===== src/rtl/tick_irq_if.sv =====
// CPU I/O bus bundle for the tick/interrupt timer: write/read strobes,
// address, write data and combinational read data.
interface tick_irq_if;
  logic        io_wr;
  logic        io_rd;
  logic [15:0] io_addr;
  logic [15:0] io_dout;
  logic [15:0] io_din;

  modport master (
    output io_wr,
    output io_rd,
    output io_addr,
    output io_dout,
    input  io_din
  );

  modport slave (
    input  io_wr,
    input  io_rd,
    input  io_addr,
    input  io_dout,
    output io_din
  );
endinterface


===== src/rtl/tick_irq.sv =====
// Free-running 16-bit tick counter with reload, pending/lost tracking and a
// two-state interrupt requester that defers delivery while a fetch completes.
module tick_irq #(
  parameter logic [15:0] BASE = 16'h2000
) (
  input  logic        clk,
  input  logic        resetq,
  tick_irq_if.slave   io,
  input  logic        fetch_pending,
  output logic        interrupt
);

  typedef enum logic [0:0] {
    ST_IDLE = 1'b0,
    ST_REQ  = 1'b1
  } state_t;

  state_t      state_q, state_d;
  logic [15:0] ticks_q, ticks_d;
  logic [15:0] reload_q, reload_d;
  logic        run_q, run_d;
  logic        ie_q, ie_d;
  logic        pend_q, pend_d;
  logic [3:0]  lost_q, lost_d;

  logic        wr_ticks_s;
  logic        wr_reload_s;
  logic        wr_ctrl_s;
  logic        wr_lost_s;
  logic        overflow_s;
  logic        deliver_s;
  logic        unused_rd_s;

  // Reads are side-effect free, so the read strobe carries no information here.
  assign unused_rd_s = io.io_rd;

  assign wr_ticks_s  = io.io_wr && (io.io_addr == BASE);
  assign wr_reload_s = io.io_wr && (io.io_addr == (BASE + 16'd1));
  assign wr_ctrl_s   = io.io_wr && (io.io_addr == (BASE + 16'd2));
  assign wr_lost_s   = io.io_wr && (io.io_addr == (BASE + 16'd3));

  // A software TICKS write in the wrap cycle swallows the overflow event.
  assign overflow_s  = run_q && (ticks_q == 16'hFFFF) && !wr_ticks_s;
  assign deliver_s   = interrupt;

  // Interrupt line: only in REQ and only when no fetch is in flight.
  always_comb begin
    interrupt = 1'b0;
    if (state_q == ST_REQ) begin
      interrupt = !fetch_pending;
    end else begin
      interrupt = 1'b0;
    end
  end

  // Register-map next-state: counter, reload, control bits and lost counter.
  always_comb begin
    ticks_d  = ticks_q;
    reload_d = reload_q;
    run_d    = run_q;
    ie_d     = ie_q;
    pend_d   = pend_q;
    lost_d   = lost_q;

    if (wr_ticks_s) begin
      ticks_d = io.io_dout;
    end else if (overflow_s) begin
      ticks_d = reload_q;
    end else if (run_q) begin
      ticks_d = ticks_q + 16'd1;
    end else begin
      ticks_d = ticks_q;
    end

    if (wr_reload_s) begin
      reload_d = io.io_dout;
    end else begin
      reload_d = reload_q;
    end

    if (wr_ctrl_s) begin
      run_d = io.io_dout[0];
    end else begin
      run_d = run_q;
    end

    if (deliver_s) begin
      ie_d = 1'b0;
    end else if (wr_ctrl_s) begin
      ie_d = io.io_dout[1];
    end else begin
      ie_d = ie_q;
    end

    // A fresh event outranks both delivery and a software clear.
    if (overflow_s) begin
      pend_d = 1'b1;
    end else if (deliver_s) begin
      pend_d = 1'b0;
    end else if (wr_ctrl_s && io.io_dout[2]) begin
      pend_d = 1'b0;
    end else begin
      pend_d = pend_q;
    end

    if (wr_lost_s) begin
      lost_d = 4'd0;
    end else if (overflow_s && pend_q && (lost_q != 4'hF)) begin
      lost_d = lost_q + 4'd1;
    end else begin
      lost_d = lost_q;
    end
  end

  // Interrupt FSM; leaving REQ looks at next-cycle IE/PEND so a disable never
  // leaves a stale request able to fire.
  always_comb begin
    state_d = state_q;
    case (state_q)
      ST_IDLE: begin
        if (pend_q && ie_q) begin
          state_d = ST_REQ;
        end else begin
          state_d = ST_IDLE;
        end
      end
      ST_REQ: begin
        if (deliver_s || !ie_d || !pend_d) begin
          state_d = ST_IDLE;
        end else begin
          state_d = ST_REQ;
        end
      end
      default: state_d = ST_IDLE;
    endcase
  end

  // State registers.
  always_ff @(posedge clk or negedge resetq) begin
    if (!resetq) begin
      state_q  <= ST_IDLE;
      ticks_q  <= 16'd0;
      reload_q <= 16'd0;
      run_q    <= 1'b0;
      ie_q     <= 1'b0;
      pend_q   <= 1'b0;
      lost_q   <= 4'd0;
    end else begin
      state_q  <= state_d;
      ticks_q  <= ticks_d;
      reload_q <= reload_d;
      run_q    <= run_d;
      ie_q     <= ie_d;
      pend_q   <= pend_d;
      lost_q   <= lost_d;
    end
  end

  // Combinational read mux; unmapped addresses read as zero.
  always_comb begin
    io.io_din = 16'd0;
    case (io.io_addr)
      BASE:          io.io_din = ticks_q;
      BASE + 16'd1:  io.io_din = reload_q;
      BASE + 16'd2:  io.io_din = {13'd0, pend_q, ie_q, run_q};
      BASE + 16'd3:  io.io_din = {12'd0, lost_q};
      default:       io.io_din = 16'd0;
    endcase
  end

endmodule


===== src/flat_wrapper.sv =====
// flat-port wrapper written by rule: the top's interface ports become plain ports
module tick_irq_flat 
#(
  parameter logic [15:0] BASE = 16'h2000
)
  (clk, resetq, fetch_pending, interrupt, io_io_wr, io_io_rd, io_io_addr, io_io_dout, io_io_din);
  tick_irq_if io_i ();
  input  logic clk;
  input  logic resetq;
  input  logic fetch_pending;
  output logic interrupt;
  input wire logic [$bits(io_i.io_wr)-1:0] io_io_wr;
  input wire logic [$bits(io_i.io_rd)-1:0] io_io_rd;
  input wire logic [$bits(io_i.io_addr)-1:0] io_io_addr;
  input wire logic [$bits(io_i.io_dout)-1:0] io_io_dout;
  output wire logic [$bits(io_i.io_din)-1:0] io_io_din;
  assign io_i.io_wr = io_io_wr;
  assign io_i.io_rd = io_io_rd;
  assign io_i.io_addr = io_io_addr;
  assign io_i.io_dout = io_io_dout;
  assign io_io_din = io_i.io_din;
  tick_irq #(.BASE(BASE)) u_core (.clk(clk), .resetq(resetq), .io(io_i), .fetch_pending(fetch_pending), .interrupt(interrupt));
endmodule

===== config.mk =====
export PLATFORM = sky130hd
export DESIGN_NAME = tick_irq_flat
export DESIGN_NICKNAME = d
export VERILOG_FILES = /design/src/rtl/tick_irq_if.sv /design/src/rtl/tick_irq.sv /design/src/flat_wrapper.sv
export SDC_FILE = /design/constraint.sdc
export NUM_CORES = 1
export LEC_CHECK = 0
export BUFFER_PORTS_ARGS = -buffer_cell sky130_fd_sc_hd__buf_2
export CAP_MARGIN = 20
export CORE_MARGIN = 2
export CORE_UTILIZATION = 50
export CTS_CLUSTER_SIZE = 8
export DETAILED_ROUTE_END_ITERATION = 10
export PLACE_DENSITY = 0.79
export SLEW_MARGIN = 10
export SYNTH_ARGS = -nofsm -noshare
export SYNTH_HDL_FRONTEND = slang
export SYNTH_SLANG_ARGS = --single-unit

===== constraint.sdc =====
create_clock -name clk -period 2.53 [get_ports clk]
set_input_delay 0.3795 -clock clk [delete_from_list [all_inputs] [get_ports clk]]
set_output_delay 0.3795 -clock clk [all_outputs]
set_load 0.02 [all_outputs]

==> results.cfg, run 1 <==
[status]
status = finished, final reports clean

[critical_path]
cp_data_arrival_time_ns = 2.38
critPathTopFamily = simple AND/OR/NAND/NOR gates
startpoint_type = flop
slowest_delay_ns = 0.47
critPathMaxFanout = 7
crit_type = reg2reg
crit_chain = ha_1 > and4_1 > and3_1 > nand3_2 > nor4_1 > xnor2_1 > nor2_1
worstPathRequired_ns = 2.70
cp_num_buf_inv = 0
end_kind = flop
crit_slowest_cell = dfrtp_1

[grt]
antenna_found_initial = 0
grt_pass1_vias = 2253
grt_pass1_wl_um = 10510
grt_max_degree = 41
globalRouteOverflowTotal = 0
track_usage = 0.2191

[cts]
htree_levels = 2
cts_tree = yes
clock_sinks = 40
numCtsBuffers = 5
clockBufferDepth = 2
cts-resized-gates = 0
clock_latency_ns = 0.29
cts_root_buf = clkbuf_8
cts_hold_buffers = 0
clk_pin_slew_worst_paths_ns = 0.08
cts_setup_buffers = 0

[routing]
via_count = 2291
antenna_left = 0
drtPass1Iterations = 4
drt_iter0_markers = 172
wire_per_inst_um = 15.49
routed_via_density = 5.785
drt_wl_total_um = 6133
drc_errors = 0

[floorplanning]
die_h_um = 76.79
die_x_um = 76.79
start_util = 0.5186
core_um2 = 5107
io_pins = 54
dieArea_um2 = 5896
rows = 26

[power]
p_sw_w = 0.0002800
leakagePower_nw = 1.431
combPwrFrac = 0.070
seq_power_share = 0.490
sw_frac_of_total = 0.2139
p_per_area_nw_per_um2 = 424.4
p_int_w = 0.001029
ir_worst_vdd_uv = 265.9
clkPwrFrac = 0.440

[sta]
period_share = 0.8704
skew_ns = 0.003664
slew_headroom = 0.4032
whs_ns = 0.2098
max_freq_mhz = 454.1
tightestPinTransition_ns = 0.8952
hold_violations = 0
worst_slack_ns = 0.3278
drv_slew = 0
finalSetupViolCount = 0
rsz0062_at_grt = no
period_needed_ns = 2.202
finalSetupTns_ns = 0

[placed_design]
place_congestion = 0.9464
pre_cts_slack_ns = 0.2288
io_buffers = 52
dpl.cell_count = 388
dp_hpwl_um = 4528

[logic_synthesis]
synth_cells = 277
syn_nets = 316
yosysMostFrequentCell = dfrtp_1
synth_top_area_frac = 0.3779
synth-main-ff-cell = dfrtp_1
ys_async_sr_fraction = 1.000
synth_commonest_cells = dfrtp_1 (40), nor2_1 (34), nand2_1 (30), mux2i_1 (19), a21oi_1 (15)
syn_area_per_cell_um2 = 9.562
synth_cell_types = 48
synth_area_leaders = dfrtp_1 (38%), mux2i_1 (7.2%), mux2_4 (5.7%), nor2_1 (4.8%), nand2_1 (4.3%)
seq_area_frac_synth = 0.3779
synth_top_area_cell = dfrtp_1
netlist_area_um2 = 2649
ys_ff_latch = 40
synth.yosys.warnings = 0
synth_edf_count = 0

[cells_and_area]
area.growth.synth_to_final_pct = 16.44
nNetsFinal = 364
drive_gt1_frac = 0.3067
antenna_cells = 0
instances_no_fill = 396

[run]
drv_cap = 0

[min_path]
holdCritPathClass = in2async
[worst register-to-register path: cells and delay by family, from the launching register on]
kind	cells	cell delay [ns]
flip-flops	1	0.47
adder cells (fa/ha/maj)	1	0.28
AND/OR/NAND/NOR	5	1.18
XOR/XNOR	1	0.16
[cell families after synthesis]
kind of cell               synth area share
and+or+nand+nor                      0.2579
AOI/OAI and AO/OA                    0.1119
muxes                                0.1923
DFF                                  0.3779
buffers and inverters               0.03732
xor gates and xnor gates            0.01323
adders and majority gates          0.009446
[sequential cells by signal (all words and copies together) (netlist names)]
register / flops
u_core.pend_q: 1
u_core.run_q: 1
u_core.reload_q: 16
u_core.ticks_q: 16
u_core.lost_q: 4
u_core.state_q: 1
u_core.ie_q: 1
[metrics by stage]
stage | area, um2 | util | power (W)
finish | 3084 | 0.6039 | 0.001309
global route | 3084 | 0.6039 | 0.001359
CTS | 3084 | 0.6039 | 0.001319
detailed placement | 2958 | 0.5791 | 0.0007463
global placement | 2958 | 0.5791 | 0.0007442
floorplan | 2649 | - | 0.0006909
[power groups by stage]
| stage | clock network (W) | registers, W | logic [W] |
|---|---|---|---|
| after floorplan | 0 | 0.000654 | 0.0000369 |
| after global placement | 0 | 0.000654 | 0.0000899 |
| after detailed placement | 0 | 0.000654 | 0.0000919 |
| after CTS | 0.000585 | 0.000642 | 0.0000928 |
| after global routing | 0.000617 | 0.000642 | 0.000100 |
| final | 0.000576 | 0.000642 | 0.0000913 |
[cells in the final DEF, fill, tap and decap left out, drive strengths merged, types with 2 or more instances in the layout]
cell     n
mux2i   19
nor2b    5
o31ai    2
nor3     8
dfrtp   40
ha       2
a21oi   15
o22ai    2
a31oi    2
o21ai   14
a21boi   2
mux4     3
mux2    19
nand3   11
nand4    9
and4     4
clkbuf   7
nor4     7
inv      6
nand2   30
a21o     4
a22oi    4
nor2    34
nand2b   2
or3      2
and3     2
buf     57
xnor2    3
[metal layers]
layer,vias up,global-route usage,part of all wire
met1,1112,0.2826,0.43
met4,0,0.05636,0.016
met5,-,0,0
li1,1099,-,-
met2,68,0.3772,0.50
met3,12,0.04235,0.053
[layout make-up]
cell class              count  area [um2]
multi-input cells         215        1549
fillers                   449        2023
repair buffers             57       297.8
inverters                   6       22.52
flip-flops and latches     40        1001
well taps                  70       87.58
clock buffers               7       96.34
clock inverters             1       30.03
[worst paths after layout]
path,slack (ns),endpoint,start,cells after the start
worst min register to register,0.54,u_core.reload_q[6],u_core.reload_q[6],1
max in group asynchronous,1.76,u_core.reload_q[6],resetq,1
worst min-delay path,0.21,u_core.ticks_q[15],resetq,1
min in group clk,0.30,u_core.ticks_q[12],io_io_dout[12],2
worst max-delay path,0.33,u_core.lost_q[3],u_core.ticks_q[0],7
worst max register to register,0.33,u_core.lost_q[3],u_core.ticks_q[0],7
(Power assumes the default switching activity.)
==> run 2, diff against run 1 <==
Settings changed: REMOVE_ABC_BUFFERS from default to 1.
==> run 2 against run 1 <==
Compared with the run above:
- clock power decreased by 20%
- count of clock-buffer cells in the layout decreased by 1
- power decreased by 9.0%
- setup slack got worse by 0.14 ns
- fmax fell by 5.8%
- sequential share of layout area rose by 0.33 points
- final cell count is 0.51% lower
- sequential cell count stayed put
- combinational power decreased by 0.7%
- hold slack lost 0.014 ns
- clock skew grew 0.0012 ns
- critical path type unchanged
- highest routed layer unchanged
==> results.cfg, run 2 (synthesized netlist as in run 1, its figures left out) <==
[grt]
grt_pass1_wl_um = 10650
grt_max_degree = 41
grt_pass1_vias = 2228
globalRouteOverflowTotal = 0
track_usage = 0.2210
antenna_found_initial = 0

[routing]
routed_via_density = 5.695
drt_wl_total_um = 6044
routed-wl-met3_um = 241
wl_met1_um = 2775
drt_iter0_markers = 194
wl_met2_um = 2926
drc_errors = 0
antenna_left = 0
wire_per_inst_um = 15.34
via_count = 2244
drtPass1Iterations = 4
top_layer = met4

[sta]
period_needed_ns = 2.337
hold_violations = 0
drv_slew = 0
slew_headroom = 0.4088
skew_ns = 0.004839
rsz0062_at_grt = no
finalSetupViolCount = 0
max_freq_mhz = 427.8
tightestPinTransition_ns = 0.8868
period_share = 0.9238
finalSetupTns_ns = 0
worst_slack_ns = 0.1927

[power]
clkPwrFrac = 0.385
seq_power_share = 0.539
p_sw_w = 0.0002891
combPwrFrac = 0.076
p_per_area_nw_per_um2 = 390.0
p_int_w = 0.0009015
ir_worst_vdd_uv = 337.6
leakagePower_nw = 1.402
sw_frac_of_total = 0.2428

[placed_design]
pre_cts_slack_ns = 0.2502
dp_hpwl_um = 4327
place_congestion = 0.9004
io_buffers = 52

[floorplanning]
dieArea_um2 = 5896
io_pins = 54
rows = 26
start_util = 0.5186
die_h_um = 76.79
die_x_um = 76.79
core_um2 = 5107

[cells_and_area]
reg_top3 = u_core.reload_q x16, u_core.ticks_q x16, u_core.lost_q x4
final_common_cell = buf_2
nNetsFinal = 362
antenna_cells = 0
drive_gt1_frac = 0.3025
area.growth.synth_to_final_pct = 15.26
final_cell_mix = buf_2 (52), dfrtp_1 (40), nor2_1 (34)
fill_cells = 463

[cts]
clock_latency_ns = 0.30
cts_hold_buffers = 0
cts_tree = yes
numCtsBuffers = 5
cts_setup_buffers = 0
cts-resized-gates = 0
clock_sinks = 40
cts_root_buf = clkbuf_8
htree_levels = 2
clockBufferDepth = 2
clk_pin_slew_worst_paths_ns = 0.08

[status]
status = finished, final reports clean

[critical_path]
critPathMaxFanout = 10
crit_type = reg2reg
r2r-start = u_core.ticks_q[0]
startpoint_type = flop
r2r_slack_ns = 0.19
cp_data_arrival_time_ns = 2.52
end_kind = flop
r2r-end = u_core.ticks_q[7]
worstPathRequired_ns = 2.71
reg2reg_depth = 6

[min_path]
holdCritPathClass = in2async

[run]
drv_cap = 0
==> run 2: changes by cell type in the layout (fill, tap and decap cells not counted), sizes merged <==
cell and delta:
bufinv -1, clkbuf -1, clkinvlp +2, buf -2
==> run 2: how the worst max path moves through the flow <==
stage	from	to	cells after the start
4_1_cts	u_core.ticks_q[0]	u_core.ticks_q[7]	6
2_1_floorplan	io_io_addr[8]	u_core.lost_q[3]	6
5_1_grt	u_core.ticks_q[0]	u_core.ticks_q[7]	6
6_report	u_core.ticks_q[0]	u_core.ticks_q[7]	6
3_5_place_dp	u_core.ticks_q[0]	u_core.ticks_q[7]	6
3_3_place_gp	io_io_addr[5]	u_core.reload_q[12]	7
==> run 2: metrics by stage <==
stage	total power [W]	hold WS, ns	util	cell area [um2]	std cells
after floorplan	0.0006825	0.08391	-	2572	261
after global placement	0.0007436	0.5193	0.5786	2955	386
after detailed placement	0.0007464	0.5280	0.5786	2955	386
after CTS	0.001195	0.2351	0.5977	3053	394
after global routing	0.001227	0.2814	0.5977	3053	394
final	0.001191	0.1962	0.5977	3053	394
==> run 2: layout make-up <==
| type | instances | area [um2] | area share |
|---|---|---|---|
| sequential | 40 | 1001 | 0.3279 |
| clock buffer | 6 | 82.58 | 0.02705 |
| clock inverter | 2 | 15.01 | 0.004918 |
| tap | 70 | 87.58 | 0.02869 |
| multi-input combinational | 215 | 1549 | 0.5074 |
| inverter | 6 | 22.52 | 0.007377 |
| timing repair buffer | 55 | 295.3 | 0.09672 |
==> run 2: power groups by stage <==
stage               clock network [W]  registers (W)   logic, W
floorplan                           0       0.000654  0.0000284
CTS                          0.000461       0.000642  0.0000923
detailed placement                  0       0.000654  0.0000919
global placement                    0       0.000654  0.0000893
global route                 0.000484       0.000642   0.000101
finish                       0.000458       0.000642  0.0000907
==> run 2: worst max-delay path, cell delays in order (launching register included) <==
cell	delay [ns]
dfrtp_1	0.48
ha_1	0.31
nand4_1	0.24
nor4_4	0.66
o21ai_0	0.20
a22oi_1	0.22
o21ai_0	0.10
==> run 2: metal layers <==
| metal | vias up | GRT usage |
|---|---|---|
| met5 | - | 0 |
| met4 | 0 | 0.07636 |
| met3 | 11 | 0.03882 |
| met2 | 68 | 0.3640 |
| met1 | 1070 | 0.2935 |
| li1 | 1095 | - |
